## src/rtl/bitwise_accum_pkg.sv

```systemverilog
// Shared encodings for the bitwise accumulator: base-op codes and FSM states.
package bitwise_accum_pkg;

  localparam logic [1:0] OP_AND  = 2'b00;
  localparam logic [1:0] OP_OR   = 2'b01;
  localparam logic [1:0] OP_XOR  = 2'b10;
  localparam logic [1:0] OP_RSVD = 2'b11;

  typedef enum logic {
    S_IDLE  = 1'b0,
    S_ACCUM = 1'b1
  } state_t;

endpackage

```

## src/rtl/gate_unit.sv

```systemverilog
// Combinational WIDTH-bit gate: applies the selected base op and flags the reserved code.
module gate_unit
  import bitwise_accum_pkg::*;
#(
  parameter int WIDTH = 8
) (
  input  logic [WIDTH-1:0] a,
  input  logic [WIDTH-1:0] b,
  input  logic [1:0]       base,
  output logic [WIDTH-1:0] y,
  output logic             rsvd
);

  always_comb begin
    y    = '0;
    rsvd = 1'b0;
    case (base)
      OP_AND:  y = a & b;
      OP_OR:   y = a | b;
      OP_XOR:  y = a ^ b;
      default: rsvd = 1'b1;
    endcase
  end

endmodule

```

## src/rtl/bitwise_accum.sv

```systemverilog
// Registered bitwise op unit with optional multi-beat fold, between valid/ready producer and consumer.
module bitwise_accum
  import bitwise_accum_pkg::*;
#(
  parameter  int WIDTH     = 8,
  parameter  int MAX_BEATS = 16,
  localparam int CNT_W     = $clog2(MAX_BEATS + 1)
) (
  input  logic             clk,
  input  logic             rst_n,
  input  logic             in_valid,
  output logic             in_ready,
  input  logic [WIDTH-1:0] in_a,
  input  logic [WIDTH-1:0] in_b,
  input  logic             in_last,
  input  logic [2:0]       op,
  input  logic             acc_en,
  output logic             out_valid,
  input  logic             out_ready,
  output logic [WIDTH-1:0] out,
  output logic [CNT_W-1:0] out_beats,
  output logic             err
);

  state_t           state_q, state_d;
  logic [WIDTH-1:0] acc_q, acc_d;
  logic [CNT_W-1:0] cnt_q, cnt_d;
  logic [2:0]       op_q, op_d;
  logic             ovf_q, ovf_d;
  logic [WIDTH-1:0] out_q, out_d;
  logic [CNT_W-1:0] out_beats_q, out_beats_d;
  logic             err_q, err_d;
  logic             out_valid_q, out_valid_d;

  logic             accept;
  logic [2:0]       cur_op;
  logic [WIDTH-1:0] g, fold, inv_mask;
  logic             g_rsvd, fold_rsvd;
  logic             cnt_sat;

  assign in_ready = rst_n & (~out_valid_q | out_ready);
  assign accept   = in_valid & in_ready;

  // Mid-burst beats use the op latched on the first beat.
  assign cur_op   = (state_q == S_ACCUM) ? op_q : op;
  assign inv_mask = {WIDTH{cur_op[2]}};
  assign cnt_sat  = (cnt_q == CNT_W'(MAX_BEATS));

  gate_unit #(.WIDTH(WIDTH)) u_gate_beat (
    .a    (in_a),
    .b    (in_b),
    .base (cur_op[1:0]),
    .y    (g),
    .rsvd (g_rsvd)
  );

  gate_unit #(.WIDTH(WIDTH)) u_gate_fold (
    .a    (acc_q),
    .b    (g),
    .base (cur_op[1:0]),
    .y    (fold),
    .rsvd (fold_rsvd)
  );

  always_comb begin
    state_d     = state_q;
    acc_d       = acc_q;
    cnt_d       = cnt_q;
    op_d        = op_q;
    ovf_d       = ovf_q;
    out_d       = out_q;
    out_beats_d = out_beats_q;
    err_d       = err_q;
    out_valid_d = out_valid_q & ~out_ready;

    if (accept) begin
      if (state_q == S_IDLE) begin
        if (!acc_en || in_last) begin
          out_d       = g ^ inv_mask;
          out_beats_d = CNT_W'(1);
          err_d       = g_rsvd;
          out_valid_d = 1'b1;
        end else begin
          state_d = S_ACCUM;
          acc_d   = g;
          cnt_d   = CNT_W'(1);
          op_d    = op;
          ovf_d   = 1'b0;
        end
      end else begin
        if (in_last) begin
          out_d       = fold ^ inv_mask;
          out_beats_d = cnt_sat ? CNT_W'(MAX_BEATS) : cnt_q + CNT_W'(1);
          err_d       = fold_rsvd | ovf_q | cnt_sat;
          out_valid_d = 1'b1;
          state_d     = S_IDLE;
        end else begin
          // Saturated counter keeps folding but remembers the overrun for the result's err.
          acc_d = fold;
          if (cnt_sat) ovf_d = 1'b1;
          else         cnt_d = cnt_q + CNT_W'(1);
        end
      end
    end
  end

  always_ff @(posedge clk or negedge rst_n) begin
    if (!rst_n) begin
      state_q     <= S_IDLE;
      acc_q       <= '0;
      cnt_q       <= '0;
      op_q        <= '0;
      ovf_q       <= 1'b0;
      out_q       <= '0;
      out_beats_q <= '0;
      err_q       <= 1'b0;
      out_valid_q <= 1'b0;
    end else begin
      state_q     <= state_d;
      acc_q       <= acc_d;
      cnt_q       <= cnt_d;
      op_q        <= op_d;
      ovf_q       <= ovf_d;
      out_q       <= out_d;
      out_beats_q <= out_beats_d;
      err_q       <= err_d;
      out_valid_q <= out_valid_d;
    end
  end

  assign out       = out_q;
  assign out_beats = out_beats_q;
  assign err       = err_q;
  assign out_valid = out_valid_q;

endmodule
```

## config.mk

```make
export PLATFORM = sky130hd
export DESIGN_NAME = bitwise_accum
export DESIGN_NICKNAME = d
export VERILOG_FILES = /design/src/rtl/bitwise_accum_pkg.sv /design/src/rtl/gate_unit.sv /design/src/rtl/bitwise_accum.sv
export SDC_FILE = /design/constraint.sdc
export NUM_CORES = 1
export LEC_CHECK = 0
export ABC_AREA = 1
export CAP_MARGIN = 20
export CELL_PAD_IN_SITES_DETAIL_PLACEMENT = 1
export CELL_PAD_IN_SITES_GLOBAL_PLACEMENT = 2
export CORE_UTILIZATION = 25
export CTS_CLUSTER_DIAMETER = 200
export DETAILED_ROUTE_END_ITERATION = 16
export PLACE_DENSITY = 0.66
export SYNTH_ARGS = -nofsm -noshare
export SYNTH_HDL_FRONTEND = slang
export SYNTH_SLANG_ARGS = --single-unit
```

## constraint.sdc

```tcl
create_clock -name clk -period 2.3 [get_ports clk]
set_input_delay 0.46 -clock clk [delete_from_list [all_inputs] [get_ports clk]]
set_output_delay 0.46 -clock clk [all_outputs]
set_load 0.02 [all_outputs]
```

==> summary.md <==
| Metric | Value |
|---|---|
| Status | finished, final reports clean |
| Synth Instances | 358 |
| Clock latency at the later pin of the worst-skew pair | 0.29 ns |
| CTS buffer count | 5 |
| Layout area overhead | 28.9% |
| Clock slew at reported path FFs | 0.08 ns |
| Max Cap Viol | 0 |
| Met3 Routed Length | 123 um |
| I/O pin count | 41 |
| Crit end category | flip-flop |
| # clock sinks | 33 |
| Starting DRT DRC Count | 78 |
| Die Y | 106 um |
| Final max-slew violation count | 0 |
| Core Region | 10,400 um^2 |
| Highest metal used | met4 |
| Overall power | 2.85 mW |
| First-pass DRT Iterations | 4 |
| Vias per inst | 4.57 |
| PwrDens | 822 nW/um^2 |
| Number of fill cells | 1,268 |
| Total wire length | 7.48 mm |
| Synth warnings | 0 |
| RSZ-0062 raised after global routing | yes |
| Synth cell types | 23 |
| Die footprint | 11,200 um^2 |
| Final setup skew | 0.00523 ns |
| Multi-input gate area | 1560 um^2 |
| Antenna Violating Nets Remaining | 0 |
| Antenna diodes | 0 |
| Register area | 826 um^2 |
| Via count | 2,527 |
| Share of power burned in registers | 30.5% |
| Relative slew slack | 69.1% |
| Clk pwr share | 20.7% |
| First-pass GRT wire length | 12.6 mm |
| Num rows | 37 |
| Cell Count, Final, Fillers Out | 553 |
| Leak pwr | 1.81 nW |
| Ratio of cells with drive above 1 in the final layout | 15.3% |
| Switch share | 40.8% |
| DRC violations left | 0 |
| CP Launch Type | input pin |
| Setup TNS | 0 ns |
| Total grt overflow | 0 |
| GPL Wtd Cong | 0.768 |
| Setup Viol. Count Final | 0 |
| Port Buffer Count | 40 |
| Crit Path Category | input pin to flip-flop |
| Placed instance area | 3310 um^2 |
| Crit Path Max Fanout | 17 |
| Mapped Avg Cell Area | 7.52 um^2 |
| Nets | 475 |
| Pin count of the biggest net entering global routing | 34 |
| VDD IR max | 0.000250 V |
| Syn_nets | 417 |
| Finished Cell Area | 3470 um^2 |
| Req. time, crit path | 2.48 ns |
| CTS H-tree depth | 2 |
| Final Hold Fails | 0 |
| Comb power frac | 48.7% |
| WL/cell | 13.5 um |
| Worst EP arrival | 2.31 ns |
| Max Freq | 470 MHz |
| Hold Crit Class | flip-flop to flip-flop |
| Root Buffer | clkbuf_8 |
| Fin crit period | 2.13 ns |
| Number of global-route vias before repair | 2,672 |
| Initial antenna violation count | 0 |
| Mapped Area | 2690 um^2 |
| Clock buffer depth | 2 |
| Worst-margin pin slew | 0.463 ns |
| Yosys reg bits | 33 |
| Sequential-to-total area share from yosys stat | 30.7% |
| Internal power | 1.69 mW |
| WL met1 | 3.59 mm |
| Dpl hpwl | 5.54 mm |
| Die W | 106 um |
| Initial Util | 26.0% |
| NetSw | 1.16 mW |
| Cells after DPL | 542 |
| Part of the cycle the worst path needs | 92.6% |
| CTS tree | built |
| Met2 Routed Length | 3.69 mm |
| GRT Total Usage | 14.3% |
[timing repair]
action | 4_1_cts | 5_1_grt
hold buffers | 0 | 0
endpoints found under the setup margin | 0 | 6
gates resized for setup | 0 | 4
buffers inserted | 0 | 1
[cell type report]
type / count / area share [%]
multi-input combinational: 254 / 44.8
sequential: 33 / 23.8
timing repair buffer: 63 / 16.6
inverter: 59 / 6.39
tap: 136 / 4.91
clock buffer: 6 / 2.38
clock inverter: 2 / 1.08
[worst max-delay path, cell delays in order]
cell and delay, ns:
clkdlybuf4s50_1 0.44, inv_1 0.07, nand2_1 0.08, nand2_4 0.17
nand3b_1 0.13, nand3_2 0.10, inv_1 0.05, ha_1 0.26
nand3_1 0.08, nand3_1 0.10, nand2_1 0.08, nand2_2 0.09
nand2_1 0.05, nand3_1 0.08, nand2_1 0.06
[cells in the mapped netlist]
cell type / instances / area share, %
buf_2: 4 / 0.74
ha_1: 34 / 16
inv_2: 2 / 0.28
nor2_4: 1 / 0.42
inv_1: 57 / 7.9
nand2_4: 4 / 1.7
buf_4: 5 / 1.4
o21ai_2: 1 / 0.33
nor2_2: 1 / 0.23
buf_6: 5 / 2.1
a21oi_1: 2 / 0.37
nor3_1: 1 / 0.19
or2_2: 1 / 0.23
nand2_1: 75 / 10
nand3b_1: 8 / 2.2
o21ai_0: 23 / 4.3
nor2_1: 8 / 1.1
nand3_1: 69 / 13
a31oi_1: 3 / 0.70
dfrtp_1: 33 / 31
nand2_2: 12 / 2.8
nand3_2: 8 / 3.0
nand4_1: 1 / 0.23
[worst paths after layout]
kind | cells after the start | to | startpoint | slack (ns)
worst max-delay path | 15 | out[6] | op[1] | 0.17
worst min-delay path | 2 | out_beats[2] | out_beats[2] | 0.48
worst max register to register | 14 | out[6] | state_q | 0.20
worst min register to register | 2 | out_beats[2] | out_beats[2] | 0.48
max in group asynchronous | 2 | op_q[0] | rst_n | 1.36
min in group asynchronous | 2 | acc_q[4] | rst_n | 0.62
[metrics by stage]
step           worst slack [ns]  utilization, %  hold WS, ns
3_5_place_dp             -0.170            31.9        0.467
6_report                  0.171            33.4        0.483
3_3_place_gp             -0.120            31.9        0.466
2_1_floorplan             0.465               -        0.164
5_1_grt                -0.00647            33.4        0.516
4_1_cts                  0.0215            33.1        0.491
[state kept, by name (all words and copies together) (netlist names)]
name / cells
acc_q: 8
cnt_q: 5
err: 1
op_q: 3
out: 8
out_beats: 5
out_valid: 1
ovf_q: 1
state_q: 1
[metal layers]
metal,up-vias,global-route usage [%]
met2,25,26.1
met5,-,0
met3,8,2.04
li1,1267,-
met1,1227,17.4
met4,0,3.67
[layout by cell type (no fill, tap or decap)]
cell / Yosys / routed
a21oi_1: 2 / 2
a31oi_1: 3 / 3
buf_4: 5 / 23
bufinv_16: 0 / 1
clkbuf_8: 0 / 6
clkdlybuf4s50_1: 0 / 39
clkinvlp_4: 0 / 1
dfrtp_1: 33 / 33
dlymetal6s2s_1: 0 / 1
ha_1: 34 / 34
inv_1: 57 / 57
inv_2: 2 / 2
nand2_1: 75 / 74
nand2_2: 12 / 13
nand2_4: 4 / 6
nand3_1: 69 / 69
nand3_2: 8 / 8
nand3b_1: 8 / 8
nand4_1: 1 / 1
nor2_1: 8 / 8
nor2_2: 1 / 1
nor2_4: 1 / 1
nor3_1: 1 / 1
o21ai_0: 23 / 23
o21ai_2: 1 / 1
or2_2: 1 / 1
[cell families (layout without fill, tap and decap cells)]
logic type,Yosys count,in the layout,synth area share [%]
AOI/OAI and AO/OA,29,29,5.67
adders and majority gates,34,34,15.8
DFF,33,33,30.7
and+or+nand+nor,189,191,35.4
buffers and inverters,73,130,12.5
[power by group through the flow]
stage	Sequential, mW	Combinational, mW	Clock (mW)
finish	0.870	1.39	0.591
global route	0.896	1.59	0.635
CTS	0.874	1.39	0.621
detailed placement	0.884	1.39	0
global placement	0.881	1.35	0
floorplan	0.960	0.786	0
Note: power is estimated with default switching activity, not from simulation.
